$ cat src/rtl/shift_pkg.sv
// Shift-type encodings shared by the shift arbiter and the ALU decode.
package shift_pkg;

    typedef enum logic [1:0] {
        SHIFT_PASS = 2'b00,
        SHIFT_SLL  = 2'b01,
        SHIFT_SRL  = 2'b10,
        SHIFT_SRA  = 2'b11
    } shift_type_e;

endpackage

$ cat src/rtl/barrel_shifter.sv
// Combinational log-stage barrel shifter; left shifts reuse the right-shift
// stages on a bit-reversed operand.
module barrel_shifter
    import shift_pkg::*;
#(
    parameter int WORD_SIZE = 32,
    localparam int SHAMT_W  = $clog2(WORD_SIZE)
) (
    input  logic [WORD_SIZE-1:0] i_src,
    input  shift_type_e          i_type,
    input  logic [SHAMT_W-1:0]   i_shamt,
    output logic [WORD_SIZE-1:0] o_res
);

    logic                 is_left;
    logic                 fill;
    logic [WORD_SIZE-1:0] src_rev;
    logic [WORD_SIZE-1:0] stage_out_rev;
    logic [WORD_SIZE-1:0] stage [0:SHAMT_W];

    assign is_left = (i_type == SHIFT_SLL);
    assign fill    = (i_type == SHIFT_SRA) && i_src[WORD_SIZE-1];

    genvar gi;
    generate
        for (gi = 0; gi < WORD_SIZE; gi++) begin : g_rev
            assign src_rev[gi]       = i_src[WORD_SIZE-1-gi];
            assign stage_out_rev[gi] = stage[SHAMT_W][WORD_SIZE-1-gi];
        end

        assign stage[0] = is_left ? src_rev : i_src;

        // Stage gi shifts right by 2**gi when shamt bit gi is set.
        for (gi = 0; gi < SHAMT_W; gi++) begin : g_stage
            assign stage[gi+1] = i_shamt[gi]
                ? {{(1 << gi){fill}}, stage[gi][WORD_SIZE-1:(1 << gi)]}
                : stage[gi];
        end
    endgenerate

    always_comb begin
        o_res = stage[SHAMT_W];
        if (i_type == SHIFT_PASS) begin
            o_res = i_src;
        end else if (is_left) begin
            o_res = stage_out_rev;
        end
    end

endmodule

$ cat src/rtl/shift_arbiter.sv
// Two-requester arbiter in front of one shared barrel shifter with a single
// result register. Define SHIFT_ARB_ROUND_ROBIN_EN for alternating priority.
module shift_arbiter
    import shift_pkg::*;
#(
    parameter int WORD_SIZE = 32,
    localparam int SHAMT_W  = $clog2(WORD_SIZE)
) (
    input  logic                 i_CLK,
    input  logic                 i_RST,
    input  logic                 i_req0_valid,
    input  logic [WORD_SIZE-1:0] i_req0_src,
    input  logic [1:0]           i_req0_type,
    input  logic [SHAMT_W-1:0]   i_req0_shamt,
    input  logic                 i_req1_valid,
    input  logic [WORD_SIZE-1:0] i_req1_src,
    input  logic [1:0]           i_req1_type,
    input  logic [SHAMT_W-1:0]   i_req1_shamt,
    output logic                 o_req0_ready,
    output logic                 o_req1_ready,
    output logic                 o_res_valid,
    output logic [WORD_SIZE-1:0] o_res_data,
    output logic                 o_res_id,
    input  logic                 i_res_ready
);

    logic                 res_valid_q, res_valid_d;
    logic [WORD_SIZE-1:0] res_data_q, res_data_d;
    logic                 res_id_q, res_id_d;
    logic                 prio_sel;
    logic                 slot_free;
    logic                 grant1;
    logic                 xfer;
    logic [WORD_SIZE-1:0] sel_src;
    logic [1:0]           sel_type;
    logic [SHAMT_W-1:0]   sel_shamt;
    logic [WORD_SIZE-1:0] shift_res;

`ifdef SHIFT_ARB_ROUND_ROBIN_EN
    logic prio_q, prio_d;

    // Priority goes to whichever requester did not just transfer.
    always_comb begin
        prio_d = prio_q;
        if (xfer) begin
            prio_d = !grant1;
        end
    end

    always_ff @(posedge i_CLK or posedge i_RST) begin
        if (i_RST) begin
            prio_q <= 1'b0;
        end else begin
            prio_q <= prio_d;
        end
    end

    assign prio_sel = prio_q;
`else
    assign prio_sel = 1'b0;
`endif

    assign slot_free    = !res_valid_q || i_res_ready;
    assign grant1       = i_req1_valid && (!i_req0_valid || prio_sel);
    assign o_req0_ready = !i_RST && slot_free && i_req0_valid && !grant1;
    assign o_req1_ready = !i_RST && slot_free && grant1;
    assign xfer         = o_req0_ready || o_req1_ready;

    assign sel_src   = grant1 ? i_req1_src   : i_req0_src;
    assign sel_type  = grant1 ? i_req1_type  : i_req0_type;
    assign sel_shamt = grant1 ? i_req1_shamt : i_req0_shamt;

    barrel_shifter #(
        .WORD_SIZE (WORD_SIZE)
    ) u_shifter (
        .i_src   (sel_src),
        .i_type  (shift_type_e'(sel_type)),
        .i_shamt (sel_shamt),
        .o_res   (shift_res)
    );

    // A new transfer overwrites the slot even when the old result is consumed
    // on the same edge.
    always_comb begin
        res_valid_d = res_valid_q;
        res_data_d  = res_data_q;
        res_id_d    = res_id_q;
        if (xfer) begin
            res_valid_d = 1'b1;
            res_data_d  = shift_res;
            res_id_d    = grant1;
        end else if (i_res_ready) begin
            res_valid_d = 1'b0;
        end
    end

    always_ff @(posedge i_CLK or posedge i_RST) begin
        if (i_RST) begin
            res_valid_q <= 1'b0;
            res_data_q  <= '0;
            res_id_q    <= 1'b0;
        end else begin
            res_valid_q <= res_valid_d;
            res_data_q  <= res_data_d;
            res_id_q    <= res_id_d;
        end
    end

    assign o_res_valid = res_valid_q;
    assign o_res_data  = res_data_q;
    assign o_res_id    = res_id_q;

endmodule

$ cat config.mk
export PLATFORM = sky130hd
export DESIGN_NAME = shift_arbiter
export DESIGN_NICKNAME = d
export VERILOG_FILES = /design/src/rtl/shift_pkg.sv /design/src/rtl/barrel_shifter.sv /design/src/rtl/shift_arbiter.sv
export SDC_FILE = /design/constraint.sdc
export NUM_CORES = 1
export LEC_CHECK = 0
export ABC_AREA = 0
export CAP_MARGIN = 20
export CORE_MARGIN = 2
export CORE_UTILIZATION = 49
export CTS_CLUSTER_DIAMETER = 60
export CTS_CLUSTER_SIZE = 10
export DETAILED_ROUTE_END_ITERATION = 16
export HOLD_SLACK_MARGIN = 0.12
export PLACE_DENSITY_LB_ADDON = 0.25
export SYNTH_ARGS = -nofsm -noshare
export SYNTH_HDL_FRONTEND = slang
export SYNTH_SLANG_ARGS = --single-unit
export TNS_END_PERCENT = 1
$ cat constraint.sdc
create_clock -name i_CLK -period 6.6 [get_ports i_CLK]
set_input_delay 1.32 -clock i_CLK [delete_from_list [all_inputs] [get_ports i_CLK]]
set_output_delay 1.32 -clock i_CLK [all_outputs]
set_load 0.005 [all_outputs]
### Word-level counts from Yosys, hierarchy flattened

Cells that the tools add are included.

* flip-flop bits (word level): 34
* bits in latches: 0
* bits in writable memories: 0
* ROM bits: 0
* logic and storage cells: 32
* memories kept: 0

* add/subtract/negate cells: 0
* $mul: 0
* div/mod/pow operators: 0
* magnitude comparators: 0
* equal/unequal tests: 2
* shift operators: 0
* mux-type cells: 13
* bitwise operators: 0
* reduce and logical (&&, ||, !) cells: 14

Operator list (number)
* $mux 32: 9
* $logic_and 1x1->1: 6
* $mux 5: 1
* $logic_not 1->1: 4
* $eq 2x1->1 const B: 1
* $eq 2x2->1 const B: 1
* $logic_not 2->1: 1
* $logic_or 1x1->1: 2
* $mux 1: 2
* $mux 2: 1
* $reduce_bool 2->1: 1

### Logic depth before layout (Yosys ltp)

* depth after elaboration: 12
* mapped depth: 13
* gate-level depth less buffers: 8

### Modules after synthesis

From an unflattened synthesis, not the netlist that was laid out.

* cell total of the unflattened synthesis: 521
* area, all modules: 5084.9 µm²

Modules (own cells, without submodules)
* barrel_shifter: instances 1, cells each 399, area each 3012.9 µm², seq. area each 0.0 µm²
* shift_arbiter: instances 1, cells each 122, area each 2072.0 µm², seq. area each 850.8 µm²

### Worst setup path after synthesis

No wires, ideal clock.

* kind: input -> output
* start point: in i_req0_valid
* end point: out o_req1_ready
* arrival time: 2.604 ns
* slack: 2.676 ns
* stages: 7
* buffers on the path: 5
* cells stage by stage: buf_6 nor2b_1 buf_2 buf_4 clkbuf_1 clkbuf_1 and2_1

* word-level cells in the longest chain between the ends: 3

RTL lines
* start, declared: RTL line shift_arbiter.sv:11 `input logic i_req0_valid,`
* $logic_not 1->1: RTL line shift_arbiter.sv:64 `assign grant1 = i_req1_valid && (!i_req0_valid || prio_sel);`
* $logic_and 1x1->1: RTL line shift_arbiter.sv:64
* $logic_and 1x1->1: RTL line shift_arbiter.sv:66 `assign o_req1_ready = !i_RST && slot_free && grant1;`
* end, declared: RTL line shift_arbiter.sv:20 `output logic o_req1_ready,`

No other way between the ends.

### Worst setup path in the final report

* start point: in i_req1_valid
* end point: reg res_data_q[7] (netlist: o_res_data[7])

* word-level cells in the longest chain between the ends: 11

RTL lines
* start, declared: RTL line shift_arbiter.sv:15 `input logic i_req1_valid,`
* $logic_and 1x1->1 *: RTL line shift_arbiter.sv:64
* $mux 2: RTL line shift_arbiter.sv:70 `assign sel_type = grant1 ? i_req1_type : i_req0_type;`
* $eq 2x1->1 or $eq 2x2->1 (tied branches): RTL line barrel_shifter.sv:21, barrel_shifter.sv:22
* $mux 32 or $logic_and 1x1->1 (tied branches): RTL line barrel_shifter.sv:31, barrel_shifter.sv:22
* $mux 32 (5 in series): RTL line barrel_shifter.sv:36 `? {{(1 << gi){fill}}, stage[gi][WORD_SIZE-1:(1 << gi)]}`
* $mux 32: RTL line barrel_shifter.sv:45 `end else if (is_left) begin`
* $mux 32: RTL line barrel_shifter.sv:43 `if (i_type == SHIFT_PASS) begin`
* end signal, assigned: RTL line shift_arbiter.sv:104 `res_data_q <= res_data_d;`
* end, declared: RTL line shift_arbiter.sv:28 `logic [WORD_SIZE-1:0] res_data_q, res_data_d;`

Mark *: on every way between the ends. The rest lies on a longest branch, timed or not.
A chain may end at the register's enable or synchronous reset.

==> results.yml <==
status:
  status: "finished clean"
timing:
  tightest_slew_ns: 1.35
  drv_slew: 0
  hold_viol: 0
  min_period_over_period: 0.786
  clock.fmax_mhz: 193
  timing.setup.tns_ns: 0
  rsz0062_at_grt: "no"
  slew_headroom: 0.0967
  fin_crit_ns: 5.19
  finalSetupViolations: 0
  clock_skew_ns: 0.00275
clocking:
  clock_latency_ns: 0.28
  cts_root_buf: "clkbuf_16"
  cts_tree: "done"
  cts-buffers-inserted: 5
  ctsHoldBuffers: 0
  clk_pin_slew_worst_paths_ns: 0.06
  postCtsSetupBuffers: 0
  clock-sinks: 34
  clk_path_buf_depth: 2
  cts.repair.resized: 0
  htreeDepth: 2
worst_setup_path:
  crit_buf_inv: 2
  crit_type: "in2reg"
  cp-end-kind: "flip-flop"
  cpMaxStageDelayCell: "a222oi_1"
  cp_top_family: "compound AO/OA/AOI/OAI gates"
  r2r-start: "o_res_valid"
  arrival_ns: 5.39
  crit_fanout: 37
  r2r_setup_slack_ns: 4.04
  r2r_end: "o_res_data[26]"
  crit_path_max_incr_delay_ns: 1.08
  worstPathRequired_ns: 6.80
  cp-start-kind: "primary input"
  worstRegToRegCells: 5
  crit_chain: "clkdlybuf4s50_1 > nor2b_4 > o21a_1 > buf_4 > nor2_2 > a222oi_1 > mux2i_2 > nor3_1 > o32ai_1 > a31oi_1"
synth:
  synth-seq-cells: 34
  syn-cell-area_mm2: 0.00605
  ys_top_cells_by_area: "dfrtp_1 (14%), a31oi_1 (6.5%), mux2i_1 (6.0%)"
  synth.most_common_cell: "nor2_1"
  synth_nets: 951
  ys_top_cells_by_count: "nor2_1 (83), nand2_1 (76), a21oi_1 (71)"
  synth-edff-count: 0
  synth_ff_type: "dfrtp_1"
  yosysTopAreaCell: "dfrtp_1"
  yosysSeqAreaShare: 0.141
  yosysUniqueCellTypes: 72
  syn_inst: 868
  yosysTopAreaCellShare: 0.141
  yosysWarnings: 0
  async_flop_share: 1.00
  avgSynthCellArea_um2: 6.97
finish:
  area_delta_synth_final_pct: 21.2
  multi_input_area_mm2: 0.00468
  n_antenna_cell: 0
  fill_cells: 1169
  final_nets: 1011
  seq_area_um2: 851
  drive_gt1_frac: 0.0764
power:
  p_int_mw: 0.726
  p_total_mw: 1.32
  p_per_area_mw_per_mm2: 180
  switching_share: 0.449
  combPwrFrac: 0.593
  vdd_drop_max_mv: 0.137
  switchingPower_mw: 0.591
  sequentialPowerShare: 0.223
  p_leak_nw: 2.72
  clkPwrFrac: 0.185
drt:
  detail-route-antenna-nets: 0
  drc: 0
  routed-via-count: 8093
  viasPerCell: 7.52
  initialDrtViolationCount: 1311
  wire_per_inst_um: 25.8
  routed_wl_mm: 27.7
  drtPass1Iterations: 7
placement:
  portBuffers: 118
  place_hpwl_mm: 20.4
  gp_congestion: 1.06
floorplan:
  start_util: 0.503
  rows: 40
  die_h_um: 115
  die_x_um: 115
  ioPinCount: 119
  core_mm2: 0.0120
  dieArea_mm2: 0.0132
hold_path:
  hold_path.class: "reg2reg"
  hold-path-cell-count: 2
  min_to: "o_res_data[1]"
  hp-start: "o_res_data[1]"
grt:
  overflow: 0
  track_usage: 0.407
  grt_pass1_vias: 7189
  grt_pass1_wl_mm: 41.9
  antenna_found_initial: 0
  grt_max_degree: 62
flow_run:
  max_cap_violations: 0
## area by class of cell
| class | count | share of cell area |
|---|---|---|
| inverter | 31 | 0.0159 |
| timing repair buffer | 139 | 0.184 |
| tap | 147 | 0.0251 |
| sequential | 34 | 0.116 |
| clock inverter | 1 | 0.000683 |
| clock buffer | 7 | 0.0195 |
| multi-input combinational | 717 | 0.639 |
## routing by layer
layer  vias up  global-route usage  share of wire
met5         -              0.0111              0
met4         0               0.205          0.064
met3       122               0.111           0.13
met2       660               0.618           0.42
met1      3779               0.531           0.39
li1       3532                   -              -
## power groups by stage
| stage | Sequential (mW) | Clock, mW | Combinational [mW] |
|---|---|---|---|
| final | 0.293 | 0.243 | 0.780 |
| after global routing | 0.299 | 0.255 | 0.822 |
| after CTS | 0.292 | 0.244 | 0.751 |
| after detailed placement | 0.294 | 0 | 0.745 |
| after global placement | 0.294 | 0 | 0.750 |
| after floorplan | 0.294 | 0 | 0.425 |
## worst min-delay path, cell delays in order, from the launching register on
cell	delay, ns
dfrtp_1	0.34
nand2_1	0.05
o31ai_1	0.05
## cells in the final DEF, fill, tap and decap left out, types with 4 or more instances in the layout
cell / count
clkdlybuf4s50_1: 117
nor2_1: 83
nand2_1: 76
a21oi_1: 71
a31oi_1: 63
nand3_1: 53
o21ai_0: 47
nand4_1: 39
mux2i_1: 35
dfrtp_1: 34
inv_1: 31
nor4bb_1: 24
nor4b_1: 23
o211ai_1: 21
buf_4: 20
o22ai_1: 16
a211oi_1: 14
a311oi_1: 10
a22oi_1: 10
nor3_1: 9
a221oi_1: 8
mux2_2: 7
o2111ai_1: 7
a41oi_1: 7
o221ai_1: 7
o311ai_1: 5
clkbuf_16: 5
nor2_2: 4
or3_1: 4
mux4_2: 4
o21ai_1: 4
## kinds of logic (layout without fill, tap and decap cells)
family,after synthesis,in the layout,share of synthesized area
AOI/OAI and AO/OA,331,331,0.371
xor gates and xnor gates,1,1,0.00145
buffers and inverters,117,178,0.0898
DFF,34,34,0.141
muxes,53,53,0.103
and+or+nand+nor,332,332,0.294
## how the worst max path moves through the flow
stage,startpoint,to,slack (ns),cells past startpoint
floorplan,i_req0_valid,o_req1_ready,2.68,7
global placement,i_req1_valid,o_res_data[7],1.44,10
detailed placement,i_req1_valid,o_res_data[19],1.40,10
CTS,i_req1_valid,o_res_data[19],1.70,10
global route,i_req1_valid,o_res_data[19],1.40,9
finish,i_req1_valid,o_res_data[7],1.41,10
## registers in the layout, indices dropped and copies added, names as in the netlist
| register | flops |
|---|---|
| o_res_id | 1 |
| o_res_valid | 1 |
| o_res_data | 32 |
## metrics by stage
step                 util  instance area [um^2]  setup slack [ns]  hold WS [ns]  cells
floorplan               -                  6050              2.68         0.473    868
CTS                 0.610                  7330              1.70         0.485   1076
finish              0.610                  7330              1.41         0.476   1076
global route        0.610                  7330              1.40         0.525   1076
global placement    0.598                  7180              1.44         0.465   1068
detailed placement  0.598                  7180              1.40         0.474   1068
Power figures use the tool's default switching activity.
